## src/rtl/arith_encoder.sv

```systemverilog
// Buffered RISC-V arithmetic instruction encoder: encodes a request into a 32-bit word and
// queues it in a small in-order FIFO. Optional pop counter enabled by ARITH_ENCODER_COUNT_EN.

typedef enum logic [3:0] {
  OpAdd,
  OpSub,
  OpAnd,
  OpOr,
  OpXor,
  OpAddw,
  OpSubw,
  OpAddi,
  OpXori,
  OpOri,
  OpAndi,
  OpAddiw
} alu_operation;

module arith_encoder #(
  parameter int unsigned DEPTH = 2
) (
  input  logic         clk,
  input  logic         reset_n,
  input  logic         in_valid,
  output logic         in_ready,
  input  alu_operation in_op,
  input  logic [4:0]   in_rd,
  input  logic [4:0]   in_rs1,
  input  logic [4:0]   in_rs2,
  input  logic [11:0]  in_imm,
  output logic         out_valid,
  input  logic         out_ready,
  output logic [31:0]  out_inst,
  output logic [31:0]  enc_count
);

  localparam int unsigned PtrW = $clog2(DEPTH);
  localparam int unsigned CntW = PtrW + 1;

  localparam logic [6:0] OpcOp    = 7'b0110011;
  localparam logic [6:0] OpcOp32  = 7'b0111011;
  localparam logic [6:0] OpcImm   = 7'b0010011;
  localparam logic [6:0] OpcImm32 = 7'b0011011;
  localparam logic [6:0] F7Base   = 7'b0000000;
  localparam logic [6:0] F7Sub    = 7'b0100000;

  logic [31:0]     enc_word;
  logic [31:0]     mem_q [DEPTH];
  logic [PtrW-1:0] wptr_q, rptr_q;
  logic [CntW-1:0] count_q;
  logic            push, pop;

  always_comb begin
    enc_word = 32'h0000_0013;
    case (in_op)
      OpAdd:   enc_word = {F7Base, in_rs2, in_rs1, 3'b000, in_rd, OpcOp};
      OpSub:   enc_word = {F7Sub,  in_rs2, in_rs1, 3'b000, in_rd, OpcOp};
      OpAnd:   enc_word = {F7Base, in_rs2, in_rs1, 3'b111, in_rd, OpcOp};
      OpOr:    enc_word = {F7Base, in_rs2, in_rs1, 3'b110, in_rd, OpcOp};
      OpXor:   enc_word = {F7Base, in_rs2, in_rs1, 3'b100, in_rd, OpcOp};
      OpAddw:  enc_word = {F7Base, in_rs2, in_rs1, 3'b000, in_rd, OpcOp32};
      OpSubw:  enc_word = {F7Sub,  in_rs2, in_rs1, 3'b000, in_rd, OpcOp32};
      OpAddi:  enc_word = {in_imm, in_rs1, 3'b000, in_rd, OpcImm};
      OpXori:  enc_word = {in_imm, in_rs1, 3'b100, in_rd, OpcImm};
      OpOri:   enc_word = {in_imm, in_rs1, 3'b110, in_rd, OpcImm};
      OpAndi:  enc_word = {in_imm, in_rs1, 3'b111, in_rd, OpcImm};
      OpAddiw: enc_word = {in_imm, in_rs1, 3'b000, in_rd, OpcImm32};
      default: ;
    endcase
  end

  // Handshake status depends on occupancy only; a pop never frees a slot for the same cycle.
  assign in_ready  = count_q != CntW'(DEPTH);
  assign out_valid = count_q != '0;
  assign out_inst  = out_valid ? mem_q[rptr_q] : '0;
  assign push      = in_valid && in_ready;
  assign pop       = out_valid && out_ready;

  always_ff @(posedge clk or negedge reset_n) begin
    if (!reset_n) begin
      wptr_q  <= '0;
      rptr_q  <= '0;
      count_q <= '0;
    end else begin
      if (push) wptr_q <= wptr_q + 1'b1;
      if (pop)  rptr_q <= rptr_q + 1'b1;
      case ({push, pop})
        2'b10:   count_q <= count_q + 1'b1;
        2'b01:   count_q <= count_q - 1'b1;
        default: ;
      endcase
    end
  end

  // Storage needs no reset: out_inst is masked while the FIFO is empty.
  always_ff @(posedge clk) begin
    if (push) mem_q[wptr_q] <= enc_word;
  end

`ifdef ARITH_ENCODER_COUNT_EN
  logic [31:0] enc_count_q;

  always_ff @(posedge clk or negedge reset_n) begin
    if (!reset_n) begin
      enc_count_q <= '0;
    end else if (pop) begin
      enc_count_q <= enc_count_q + 32'd1;
    end
  end

  assign enc_count = enc_count_q;
`else
  assign enc_count = '0;
`endif

endmodule

```

## config.mk

```make
export PLATFORM = sky130hd
export DESIGN_NAME = arith_encoder
export DESIGN_NICKNAME = d
export VERILOG_FILES = /design/src/rtl/arith_encoder.sv
export SDC_FILE = /design/constraint.sdc
export NUM_CORES = 1
export LEC_CHECK = 0
export ABC_CLOCK_PERIOD_IN_PS = 2760
export BUFFER_PORTS_ARGS = -buffer_cell sky130_fd_sc_hd__buf_2
export CAP_MARGIN = 20
export CORE_UTILIZATION = 50
export DETAILED_ROUTE_END_ITERATION = 10
export PLACE_DENSITY_LB_ADDON = 0.2
export SETUP_SLACK_MARGIN = 0.15
export SYNTH_ARGS = -nofsm -noshare
export SYNTH_HDL_FRONTEND = slang
export SYNTH_SLANG_ARGS = --single-unit
export TNS_END_PERCENT = 100
```

## constraint.sdc

```tcl
create_clock -name clk -period 2.76 [get_ports clk]
set_input_delay 0.552 -clock clk [delete_from_list [all_inputs] [get_ports clk]]
set_output_delay 0.552 -clock clk [all_outputs]
set_load 0.01 [all_outputs]
```

==> results.json <==
{
  "cp_slowest_cell": "dfrtp_1",
  "drtIter0Drc": 79,
  "yosysUniqueCellTypes": 25,
  "nets": 331,
  "synth_compound_area_share_pct": 3.769,
  "path_cells": "nor2_2 > buf_4 > inv_1 > buf_2",
  "initial_core_util_pct": 52.41,
  "synth-edff-count": 54,
  "dp_hpwl_um": 3324,
  "root_buffer": "clkbuf_8",
  "yosys.area_share.simple_pct": 10.41,
  "synth_top_family_by_area": "buffers and inverters",
  "grt_pass1_wl_um": 7810,
  "fin_crit_ns": 2.225,
  "portBuffers": 66,
  "critPathMaxFanout": 22,
  "drv_slew": 0,
  "power.density_nw_per_um2": 985.1,
  "cts.sinks": 58,
  "syn_area_per_cell_um2": 12.76,
  "routed_wl_um": 4740,
  "gpl.final_weighted_congestion": 0.7711,
  "antenna_cells": 0,
  "synth_area_um2": 2922,
  "cts_made_buffers": 9,
  "clock_latency_ns": 0.33,
  "max_clock_freq_mhz": 449.5,
  "reg2reg_setup_slack_ns": 0.89,
  "total_power_uw": 3289,
  "maxSlewHeadroom_pct": 55.23,
  "rows": 27,
  "fin_setup_tns_ns": 0,
  "ant_nets": 0,
  "clk_pin_slew_ns": 0.06,
  "core_area_um2": 5574,
  "vdd_drop_max_uv": 451.1,
  "cap_viol_max_count": 0,
  "path_class": "register to output port",
  "hp-class": "input pin to asynchronous set/reset pin",
  "die_h_um": 78.44,
  "synth_seq_area_share_pct": 58.93,
  "grt_max_degree": 23,
  "hold_ws_ns": 0.01567,
  "synth_cells": 229,
  "io_pins": 101,
  "synth.area.mux_share_pct": 10.96,
  "grt.overflow.total": 0,
  "finalSetupViolCount": 0,
  "dr_total_vias": 1781,
  "ys_warn_count": 0,
  "async_flop_share_pct": 6.897,
  "area_growth_pct": 14.26,
  "arrival_ns": 1.67,
  "critPathMaxStageDelay_ns": 0.43,
  "worstPathRequired_ns": 2.21,
  "synth-seq-cells": 58,
  "die_w_um": 78.44,
  "start_kind": "register",
  "grt_pass1_vias": 1699,
  "grt.total_usage_pct": 17.33,
  "end_kind": "output port",
  "ctsResizeCount": 0,
  "synth_ff_type": "edfxtp_1",
  "post_drt_wl_per_cell_um": 12.74,
  "h-tree-depth": 3,
  "status": "finished, final reports clean",
  "hold_buffers": 0,
  "antenna_found_initial": 0,
  "rsz0062_at_grt": "false",
  "hold_violations": 0,
  "period_share_pct": 80.61,
  "cts_setup_buffers": 0,
  "drive_gt1_share_pct": 29.67,
  "p_leak_uw": 0.001463,
  "drc": 0,
  "drtPass1Iterations": 4,
  "worst_slew_pin_slew_ns": 0.6709,
  "synthAdderAreaFrac_pct": 0.4283,
  "clock_path_buffers": 2,
  "synth_xor_area_share_pct": 2.099,
  "cts_tree": "built",
  "die_area_um2": 6153,
  "fin_worst_skew_ns": 0.006760,
  "vias_per_cell": 4.788
}
final timing paths:
path | startpoint | endpoint | cells past startpoint
setup / recovery | count_q[0] | out_inst[4] | 4
hold / removal | reset_n | wptr_q | 1
setup reg to reg | count_q[0] | count_q[1] | 6
hold reg to reg | count_q[1] | count_q[1] | 1
max in group asynchronous | reset_n | count_q[1] | 1
min in group clk | in_rs1[1] | mem_q[0][16] | 2
logic make-up after synthesis:
group | after synthesis
mux | 32
xor+xnor | 7
fa+ha+maj | 1
flops | 58
compound gates | 16
buf+inv | 51
other cells | 1
simple gates | 63
flip-flops by register name, indices dropped and copies added, names as in the netlist:
| signal | cells |
|---|---|
| rptr_q | 1 |
| count_q | 2 |
| wptr_q | 1 |
| mem_q | 54 |
metrics by stage:
step                      cells  util [%]  worst slack (ns)  instance area [um2]
after global placement      356     56.57            0.8999                 3153
after detailed placement    356     56.57            0.8544                 3153
after floorplan             262         -            0.4874                 3045
after CTS                   372     59.89            0.5029                 3338
final                       372     59.89            0.5351                 3338
after global routing        372     59.89            0.3902                 3338
report_power, final:
group          internal, uW  switching (uW)  total [uW]
Combinational           520             736        1260
Sequential             1220            69.3        1290
Clock                   410             329         739
cells in the mapped netlist (2+ instances only):
| cell | n | area, um2 |
|---|---|---|
| a22oi_1 | 5 | 37.54 |
| and2_1 | 16 | 100.1 |
| and3_1 | 2 | 12.51 |
| buf_4 | 44 | 330.3 |
| buf_6 | 4 | 45.04 |
| dfrtp_1 | 4 | 100.1 |
| edfxtp_1 | 54 | 1622 |
| inv_1 | 2 | 7.510 |
| mux2i_1 | 32 | 320.3 |
| nand2_1 | 4 | 15.01 |
| nand2b_1 | 4 | 25.02 |
| nand3_1 | 2 | 10.01 |
| nor2_1 | 32 | 120.1 |
| nor3b_1 | 2 | 15.01 |
| o22ai_1 | 7 | 43.79 |
| xnor2_1 | 4 | 35.03 |
| xor2_1 | 3 | 26.28 |
cell usage in the layout (no fill, tap or decap):
cell type,synthesis,layout
o22ai_1,7,7
conb_1,1,34
buf_12,0,2
and2_1,16,16
and3_1,2,2
dfrtp_1,4,4
buf_4,44,3
mux2i_1,32,32
clkbuf_8,0,9
edfxtp_1,54,54
clkinvlp_4,0,1
clkinv_2,0,4
xnor2_1,4,4
nor2_2,0,2
a31oi_1,1,1
nand2b_1,4,4
ha_1,1,1
nor2_1,32,30
a22oi_1,5,5
o21ai_0,1,1
nand3_1,2,2
o21ai_2,1,1
inv_1,2,2
bufinv_16,0,1
clkbuf_1,0,1
nor3b_1,2,2
o32ai_1,1,1
xor2_1,3,3
nand2_1,4,4
nor2b_1,1,1
buf_2,1,66
cell type report:
type,instances,area (um2)
multi-input combinational,153,940.9
sequential,58,1722
tap,72,90.09
fill,474,2236
timing repair buffer,71,392.9
clock inverter,6,57.56
clock buffer,10,127.6
inverter,2,7.507
worst max-delay path, delay by kind of cell (launching register included):
| kind | cells | cell delay [ns] |
|---|---|---|
| buf+inv | 3 | 0.59 |
| simple gates | 1 | 0.32 |
| flops | 1 | 0.43 |
per-layer routing:
metal | share of wire [%] | global-route usage [%] | vias to the layer above | wire length [um]
met5 | 0 | 0 | - | 0
met4 | 1.1 | 8.333 | 0 | 50
met3 | 4.8 | 5.000 | 5 | 226
met2 | 51 | 29.21 | 68 | 2419
met1 | 43 | 20.26 | 833 | 2044
li1 | - | - | 875 | -
(Power assumes the default switching activity.)
